`src/rtl/ram_pkg.sv`:
```
// Shared widths and FSM encoding for the two-port RAM arbiter.
package ram_pkg;

  localparam int ADDR_W    = 6;
  localparam int DATA_W    = 8;
  localparam int RAM_DEPTH = 64;

  typedef enum logic [1:0] {
    IDLE  = 2'd0,
    ISSUE = 2'd1,
    READ  = 2'd2,
    DONE  = 2'd3
  } arbState_e;

endpackage

```
`src/rtl/ram_arbiter_if.sv`:
```
// Requester handshakes plus the RAM command/return bus around the arbiter.
interface ram_arbiter_if;
  import ram_pkg::*;

  logic              req0;
  logic              we0;
  logic [ADDR_W-1:0] addr0;
  logic [DATA_W-1:0] wdata0;
  logic              ack0;
  logic [DATA_W-1:0] rdata0;

  logic              req1;
  logic              we1;
  logic [ADDR_W-1:0] addr1;
  logic [DATA_W-1:0] wdata1;
  logic              ack1;
  logic [DATA_W-1:0] rdata1;

  logic              mem_we;
  logic [ADDR_W-1:0] mem_addr;
  logic [DATA_W-1:0] mem_wdata;
  logic [DATA_W-1:0] mem_rdata;
  logic              busy;

  // master = requesters together with the RAM; slave = the arbiter itself
  modport master (
    output req0, we0, addr0, wdata0, req1, we1, addr1, wdata1, mem_rdata,
    input  ack0, rdata0, ack1, rdata1, mem_we, mem_addr, mem_wdata, busy
  );

  modport slave (
    input  req0, we0, addr0, wdata0, req1, we1, addr1, wdata1, mem_rdata,
    output ack0, rdata0, ack1, rdata1, mem_we, mem_addr, mem_wdata, busy
  );

endinterface

```
`src/rtl/ram_arbiter_rr_arb2.sv`:
```
// Combinational two-way round-robin pick: on contention the requester that
// was not granted last time wins.
module rr_arb2 (
  input  logic req0_i,
  input  logic req1_i,
  input  logic last_grant_i,
  output logic winner_o,
  output logic valid_o
);

  assign valid_o  = req0_i | req1_i;
  assign winner_o = (req0_i & req1_i) ? ~last_grant_i : req1_i;

endmodule

```
`src/rtl/ram_arbiter.sv`:
```
// Round-robin arbiter/sequencer in front of a 64x8 single-port synchronous RAM.
// Each transaction runs IDLE -> ISSUE -> READ -> DONE with registered outputs.
module ram_arbiter
  import ram_pkg::*;
(
  input  logic         clk,
  input  logic         rst,
  ram_arbiter_if.slave bus
);

  arbState_e         state_q, state_d;
  logic              owner_q, owner_d;
  logic              last_grant_q, last_grant_d;
  logic              is_write_q, is_write_d;
  logic              mem_we_q, mem_we_d;
  logic [ADDR_W-1:0] mem_addr_q, mem_addr_d;
  logic [DATA_W-1:0] mem_wdata_q, mem_wdata_d;
  logic              ack0_q, ack0_d;
  logic              ack1_q, ack1_d;
  logic [DATA_W-1:0] rdata0_q, rdata0_d;
  logic [DATA_W-1:0] rdata1_q, rdata1_d;
  logic              busy_q, busy_d;

  logic pickWinner;
  logic pickValid;

  rr_arb2 u_pick (
    .req0_i       (bus.req0),
    .req1_i       (bus.req1),
    .last_grant_i (last_grant_q),
    .winner_o     (pickWinner),
    .valid_o      (pickValid)
  );

  always_comb begin
    state_d      = state_q;
    owner_d      = owner_q;
    last_grant_d = last_grant_q;
    is_write_d   = is_write_q;
    mem_we_d     = mem_we_q;
    mem_addr_d   = mem_addr_q;
    mem_wdata_d  = mem_wdata_q;
    ack0_d       = ack0_q;
    ack1_d       = ack1_q;
    rdata0_d     = rdata0_q;
    rdata1_d     = rdata1_q;

    case (state_q)
      IDLE: begin
        mem_we_d = 1'b0;
        if (pickValid) begin
          owner_d      = pickWinner;
          last_grant_d = pickWinner;
          is_write_d   = pickWinner ? bus.we1 : bus.we0;
          mem_we_d     = pickWinner ? bus.we1 : bus.we0;
          mem_addr_d   = pickWinner ? bus.addr1 : bus.addr0;
          mem_wdata_d  = pickWinner ? bus.wdata1 : bus.wdata0;
          state_d      = ISSUE;
        end
      end
      ISSUE: begin
        mem_we_d = 1'b0;
        state_d  = READ;
      end
      READ: begin
        // RAM output reflects the address latched at the end of ISSUE
        if (!is_write_q) begin
          if (owner_q) rdata1_d = bus.mem_rdata;
          else         rdata0_d = bus.mem_rdata;
        end
        if (owner_q) ack1_d = 1'b1;
        else         ack0_d = 1'b1;
        state_d = DONE;
      end
      DONE: begin
        ack0_d  = 1'b0;
        ack1_d  = 1'b0;
        state_d = IDLE;
      end
      default: state_d = IDLE;
    endcase

    busy_d = (state_d != IDLE);
  end

  always_ff @(posedge clk or posedge rst) begin
    if (rst) begin
      state_q      <= IDLE;
      owner_q      <= 1'b0;
      last_grant_q <= 1'b1;
      is_write_q   <= 1'b0;
      mem_we_q     <= 1'b0;
      mem_addr_q   <= '0;
      mem_wdata_q  <= '0;
      ack0_q       <= 1'b0;
      ack1_q       <= 1'b0;
      rdata0_q     <= '0;
      rdata1_q     <= '0;
      busy_q       <= 1'b0;
    end else begin
      state_q      <= state_d;
      owner_q      <= owner_d;
      last_grant_q <= last_grant_d;
      is_write_q   <= is_write_d;
      mem_we_q     <= mem_we_d;
      mem_addr_q   <= mem_addr_d;
      mem_wdata_q  <= mem_wdata_d;
      ack0_q       <= ack0_d;
      ack1_q       <= ack1_d;
      rdata0_q     <= rdata0_d;
      rdata1_q     <= rdata1_d;
      busy_q       <= busy_d;
    end
  end

  assign bus.mem_we    = mem_we_q;
  assign bus.mem_addr  = mem_addr_q;
  assign bus.mem_wdata = mem_wdata_q;
  assign bus.ack0      = ack0_q;
  assign bus.ack1      = ack1_q;
  assign bus.rdata0    = rdata0_q;
  assign bus.rdata1    = rdata1_q;
  assign bus.busy      = busy_q;

endmodule

```
`src/flat_wrapper.sv`:
```
// flat-port wrapper written by rule: the top's interface ports become plain ports
module ram_arbiter_flat import ram_pkg::*;
  (clk, rst, bus_req0, bus_we0, bus_addr0, bus_wdata0, bus_req1, bus_we1, bus_addr1, bus_wdata1, bus_mem_rdata, bus_ack0, bus_rdata0, bus_ack1, bus_rdata1, bus_mem_we, bus_mem_addr, bus_mem_wdata, bus_busy);
  ram_arbiter_if bus_i ();
  input  logic clk;
  input  logic rst;
  input wire logic [$bits(bus_i.req0)-1:0] bus_req0;
  input wire logic [$bits(bus_i.we0)-1:0] bus_we0;
  input wire logic [$bits(bus_i.addr0)-1:0] bus_addr0;
  input wire logic [$bits(bus_i.wdata0)-1:0] bus_wdata0;
  input wire logic [$bits(bus_i.req1)-1:0] bus_req1;
  input wire logic [$bits(bus_i.we1)-1:0] bus_we1;
  input wire logic [$bits(bus_i.addr1)-1:0] bus_addr1;
  input wire logic [$bits(bus_i.wdata1)-1:0] bus_wdata1;
  input wire logic [$bits(bus_i.mem_rdata)-1:0] bus_mem_rdata;
  output wire logic [$bits(bus_i.ack0)-1:0] bus_ack0;
  output wire logic [$bits(bus_i.rdata0)-1:0] bus_rdata0;
  output wire logic [$bits(bus_i.ack1)-1:0] bus_ack1;
  output wire logic [$bits(bus_i.rdata1)-1:0] bus_rdata1;
  output wire logic [$bits(bus_i.mem_we)-1:0] bus_mem_we;
  output wire logic [$bits(bus_i.mem_addr)-1:0] bus_mem_addr;
  output wire logic [$bits(bus_i.mem_wdata)-1:0] bus_mem_wdata;
  output wire logic [$bits(bus_i.busy)-1:0] bus_busy;
  assign bus_i.req0 = bus_req0;
  assign bus_i.we0 = bus_we0;
  assign bus_i.addr0 = bus_addr0;
  assign bus_i.wdata0 = bus_wdata0;
  assign bus_i.req1 = bus_req1;
  assign bus_i.we1 = bus_we1;
  assign bus_i.addr1 = bus_addr1;
  assign bus_i.wdata1 = bus_wdata1;
  assign bus_i.mem_rdata = bus_mem_rdata;
  assign bus_ack0 = bus_i.ack0;
  assign bus_rdata0 = bus_i.rdata0;
  assign bus_ack1 = bus_i.ack1;
  assign bus_rdata1 = bus_i.rdata1;
  assign bus_mem_we = bus_i.mem_we;
  assign bus_mem_addr = bus_i.mem_addr;
  assign bus_mem_wdata = bus_i.mem_wdata;
  assign bus_busy = bus_i.busy;
  ram_arbiter u_core (.clk(clk), .rst(rst), .bus(bus_i));
endmodule
```
`config.mk`:
```
export PLATFORM = sky130hd
export DESIGN_NAME = ram_arbiter_flat
export DESIGN_NICKNAME = d
export VERILOG_FILES = /design/src/rtl/ram_pkg.sv /design/src/rtl/ram_arbiter_if.sv /design/src/rtl/ram_arbiter_rr_arb2.sv /design/src/rtl/ram_arbiter.sv /design/src/flat_wrapper.sv
export SDC_FILE = /design/constraint.sdc
export NUM_CORES = 1
export LEC_CHECK = 0
export ABC_AREA = 1
export ABC_CLOCK_PERIOD_IN_PS = 3900
export CELL_PAD_IN_SITES_DETAIL_PLACEMENT = 1
export CELL_PAD_IN_SITES_GLOBAL_PLACEMENT = 1
export CORE_UTILIZATION = 32
export DETAILED_ROUTE_END_ITERATION = 6
export PLACE_DENSITY_LB_ADDON = 0.1
export SLEW_MARGIN = 10
export SYNTH_ARGS = -nofsm -noshare
export SYNTH_HDL_FRONTEND = slang
export SYNTH_SLANG_ARGS = --single-unit
```
`constraint.sdc`:
```
create_clock -name clk -period 3.9 [get_ports clk]
set_input_delay 0.39 -clock clk [delete_from_list [all_inputs] [get_ports clk]]
set_output_delay 0.39 -clock clk [all_outputs]
set_load 0.005 [all_outputs]
```
# Yosys cells after proc, flatten, opt, wreduce, memory -nomap -nowiden
# Index checks and enable logic that the tools add are counted.
dict set report word_totals {
  latchBits 0
  ramBits 0
  inputBits 42
  mem_count 0
  elab_cells 43
  output_inout_bits 34
  mem_bits_ro 0
  ff_bits 39
}
dict set report op_classes {
  shift 0
  addsub 0
  div 0
  mul 0
  n_mux 12
  reduce_logical 9
  order_cmp 0
  n_eq_ne 5
  bitwise_logic 5
}
# cell n
set op_table {}
lappend op_table {{$mux W8} 1}
lappend op_table {{$pmux W2 S4} 1}
lappend op_table {{$mux W6} 1}
lappend op_table {{$pmux W1 S2} 3}
lappend op_table {{$reduce_and A2 Y1} 3}
lappend op_table {{$reduce_and A3 Y1} 2}
lappend op_table {{$reduce_bool A2 Y1} 3}
lappend op_table {{$mux W1} 5}
lappend op_table {{$eq A2 B2 Y1 const B} 2}
lappend op_table {{$not A1 Y1} 3}
lappend op_table {{$eq A2 B1 Y1 const B} 1}
lappend op_table {{$logic_not A2 Y1} 1}
lappend op_table {{$mux W2} 1}
lappend op_table {{$ne A2 B1 Y1 const B} 1}
lappend op_table {{$ne A2 B2 Y1 const B} 1}
lappend op_table {{$and A1 B1 Y1} 1}
lappend op_table {{$or A1 B1 Y1} 1}

# Depth between registers and ports, before layout
dict set report logic_depth {
  ltp_word 5
  depth_mapped 8
  depth_no_buf 7
}

# Modules after synthesis
# From an unflattened synthesis, not the netlist that was laid out.
dict set report hier_totals {
  cells_unflattened 185
  area_unflattened_um2 1778.0
}
# mod seq_area_each_um2 n_inst area_each_um2 cells_per_inst
set by_module_without_submodules {}
lappend by_module_without_submodules {ram_arbiter 977.2 1 1762.9 182}
lappend by_module_without_submodules {rr_arb2 0.0 1 15.0 3}

# Worst setup path after synthesis
# No wires, ideal clock.
dict set report synth_path {
  path_kind {reg-to-reg}
  from {reg u_core.state_q[0]}
  to {reg u_core.rdata0_q[0], in the netlist u_core.bus.rdata0[0]}
  period_less_slack_ps 1286
  setup_ps 126
  n_path_buf 1
  t_arrival_ps 1160
  required_ps 3774
  path_slack_ps 2614
  path_stages_with_launch 9
  cell_sequence {dfrtp_1 -> inv_1 -> ha_1 -> inv_1 -> nor2_2 -> nand2_2 -> buf_2 -> nand2_1 -> o21ai_0}
}
dict set report synth_between {
  elab_chain_cells 2
}
# element line
set synth_lines {}
lappend synth_lines {{from (decl)} ram_arbiter.sv:11} ;# arbState_e state_q, state_d;
lappend synth_lines {{from (signal assigned)} ram_arbiter.sv:101} ;# state_q <= state_d;
lappend synth_lines {{$eq A2 B2 Y1} ram_arbiter.sv:48} ;# case (state_q)
lappend synth_lines {{$reduce_and A3 Y1 (no line)} -}
lappend synth_lines {{to (signal assigned)} ram_arbiter.sv:110} ;# rdata0_q <= rdata0_d;
lappend synth_lines {{to (decl)} ram_arbiter.sv:20} ;# logic [DATA_W-1:0] rdata0_q, rdata0_d;
# No other way between the ends.
# A chain may end at the register's enable or synchronous reset.

# Worst setup path after layout
dict set report layout_path {
  from {reg u_core.state_q[0]}
  to {reg u_core.busy_q, in the netlist u_core.bus.busy}
}
dict set report layout_between {
  elab_chain_cells 3
  word_cells_on_any_way 7
  classes_between {3 x eq/ne; 2 x mux; 2 x reduce/logical}
}
# element line
set layout_lines {}
lappend layout_lines {{$eq A2 B2 Y1, or another cell as far along} ram_arbiter.sv:48}
lappend layout_lines {{$pmux W2 S4 (*)} ram_arbiter.sv:48}
lappend layout_lines {{via u_core.state_d[0]} ram_arbiter.sv:11}
lappend layout_lines {{$reduce_bool A2 Y1 (*)} ram_arbiter.sv:83} ;# busy_d = (state_d != IDLE);
lappend layout_lines {{via u_core.busy_d} ram_arbiter.sv:22} ;# logic busy_q, busy_d;
lappend layout_lines {{to (signal assigned)} ram_arbiter.sv:112} ;# busy_q <= busy_d;
lappend layout_lines {{to (decl)} ram_arbiter.sv:22}
# Mark *: on every way through the listed nets, which the timed path passes. The rest lies on a longest branch.

==> impl_metrics.tcl <==
set metrics [dict create \
    clkTransAtPathRegs_ns 0.08 \
    ys_warn_count 0 \
    cpMostUsedCell "inv_1" \
    nFillCells 636 \
    ir_drop_mv 0.263 \
    cp.arrival_ns 2.07 \
    cts.htree.levels 2 \
    first_global_vias 1577 \
    power.density_nw_per_um2 719 \
    path_class "flip-flop to flip-flop" \
    die_w_um 75.4 \
    dr.pass1.iters 2 \
    crit_path_top_delay_cell "nor2_4" \
    reg2regPathDepth 7 \
    postCtsResizedCells 0 \
    dr_total_vias 1482 \
    nets 307 \
    r2r_slack_ns 2.07 \
    tns_ns 0 \
    max_freq_ghz 0.546 \
    grt_pass1_wl_um 7190 \
    netlist_area_um2 1720 \
    drc 0 \
    r2r-start "u_core.state_q[0]" \
    globalRouteOverflowTotal 0 \
    synth_area_leaders "dfrtp_1 55%, nand2_1 8.3%, a31oi_1 5.1%, nand3_1 4.7%, o21ai_0 4.7%" \
    crit_buf_inv 3 \
    crit_fanout 31 \
    insertion_delay_ns 0.29 \
    finClkSkew_ns 0.00701 \
    relSlewSlack 0.561 \
    hpwl_um 3120 \
    clock_path_buffers 2 \
    drtIter0Drc 48 \
    synth_edf_count 0 \
    diodes 0 \
    syn_nets 232 \
    worstPathCellList "inv_1, ha_1, inv_1, nor2_4, inv_1, nand2_1, or2_1" \
    portBuffers 75 \
    drive_gt1_frac 0.0725 \
    crit_path_start_kind "flip-flop" \
    cts_setup_buffers 0 \
    cts_tree "built" \
    rows 26 \
    grt_usage 0.171 \
    wirelength_um 4210 \
    min_from "u_core.bus.rdata0[1]" \
    die_area_um2 5680 \
    coreArea_um2 5140 \
    hold_path_class "flip-flop to flip-flop" \
    synth_commonest_cells "38 x dfrtp_1, 38 x nand2_1, 21 x inv_1" \
    cp-end-kind "flip-flop" \
    vias_per_cell 4.46 \
    hold_viol 0 \
    io_pins 76 \
    r2r-end "u_core.bus.busy" \
    place_inst 324 \
    max_stage_delay_ns 0.54 \
    synth_top_area_cell "dfrtp_1" \
    synth_top_flop_cell "dfrtp_1" \
    whs_endpoint "u_core.bus.rdata0[1]" \
    holdPathStages 2 \
    fin_crit_sh 0.469 \
    die_h_um 75.4 \
    wl_per_cell_um 12.7 \
    cts_buffers 5 \
    synthDominantCellAreaShare 0.552 \
    clock-sinks 39 \
    final_cells 332 \
    drv_cap 0 \
    synth_cell_types 21 \
    cts-root-buf "clkbuf_8" \
    slew_viol_final 0 \
    ys_ff_latch 39 \
    fin_util 0.508 \
    areaGrowthSynthToFinish_pct 51.7 \
    setup_viol 0 \
    p_leak_nw 1.18 \
    worstMarginPinSlew_ns 0.656 \
    path_delay_family "simple AND/OR/NAND/NOR gates" \
    start_util 0.335 \
    ys_seq_area_frac 0.568 \
    ant_nets 0 \
    period_minus_slack_ns 1.83 \
    antenna_found_initial 0 \
    rsz0062_at_grt "no" \
    synthArstFlopShare 1.00 \
    cp.required_ns 4.14 \
    syn_inst 186 \
    gp_congestion 0.734 \
    syn_area_per_cell_um2 9.26 \
    cts_hold_buffers 0 \
    status "finished clean" \
    grt_max_degree 40 \
]
==> how the worst max path moves through the flow <==
stage,startpoint,end,slack (ns),cells past startpoint
3_3_place_gp,bus_req1,u_core.bus.busy,1.79,7
2_1_floorplan,u_core.state_q[0],u_core.bus.rdata0[0],2.61,8
4_1_cts,u_core.state_q[0],u_core.bus.busy,2.02,7
3_5_place_dp,bus_req1,u_core.bus.busy,1.76,7
6_report,u_core.state_q[0],u_core.bus.busy,2.07,7
5_1_grt,u_core.state_q[0],u_core.bus.busy,1.79,7
==> final cells by class <==
class / instances / area [um^2] / area share
repair buffers: 77 / 766 / 0.293
clock inverters: 1 / 7.51 / 0.00287
multi-input cells: 117 / 599 / 0.229
flip-flops and latches: 39 / 977 / 0.374
inverters: 21 / 78.8 / 0.0302
clock buffers: 7 / 96.3 / 0.0369
well taps: 70 / 87.6 / 0.0335
==> power by group <==
part           internal [mW]  switching, mW  total, mW
sequential             0.615          0.114      0.729
clock                  0.161          0.142      0.302
combinational          0.477          0.368      0.846
total                   1.25          0.624       1.88
==> per-layer routing <==
layer	share of wire	vias up	wire length [um]	GRT usage
li1	-	749	-	-
met1	0.44	671	1860	0.201
met2	0.46	56	1920	0.287
met3	0.087	6	368	0.0648
met4	0.014	0	59	0.0617
met5	0	-	0	0
==> worst min-delay path, delay by kind of cell (launching register included) <==
family,cells,cell delay (ns)
and+or+nand+nor,1,0.05
AOI/OAI and AO/OA,1,0.06
DFF,1,0.34
==> cells in the final DEF (no fill, tap or decap) <==
cell / count
clkinv_1: 1
clkinvlp_4: 1
o21ai_0: 16
nand3_2: 1
nor2_4: 2
clkbuf_8: 7
clkdlybuf4s50_1: 75
o21ai_1: 1
a31oi_1: 14
or2_1: 1
nand2_1: 38
inv_1: 20
buf_4: 2
a21oi_1: 2
dfstp_2: 1
dfrtp_1: 38
nand2_2: 3
nor2_1: 15
o22ai_1: 2
nand3_1: 16
nand2_4: 1
ha_1: 4
nor2_2: 1
==> registers in the layout (all words and copies together), names as in the netlist <==
name	count
u_core.bus.ack0	1
u_core.bus.ack1	1
u_core.is_write_q	1
u_core.bus.mem_we	1
u_core.owner_q	1
u_core.state_q	2
u_core.bus.mem_addr	6
u_core.bus.busy	1
u_core.last_grant_q	1
u_core.bus.rdata1	8
u_core.bus.mem_wdata	8
u_core.bus.rdata0	8
==> metrics by stage <==
step	hold slack, ns	area, um^2	setup slack (ns)	total power [mW]
floorplan	0.449	1720	2.61	1.13
global placement	0.460	2510	1.79	1.57
detailed placement	0.473	2510	1.76	1.60
CTS	0.493	2610	2.02	1.91
global route	0.514	2610	1.79	2.05
finish	0.486	2610	2.07	1.88
==> cells by family after synthesis <==
family                     after synthesis  share of synthesized area
buffers and inverters                   30                     0.0843
AOI/OAI and AO/OA                       35                      0.113
DFF                                     39                      0.568
adders and majority gates                4                     0.0291
and+or+nand+nor                         78                      0.206
Note: power is estimated with default switching activity, not from simulation.
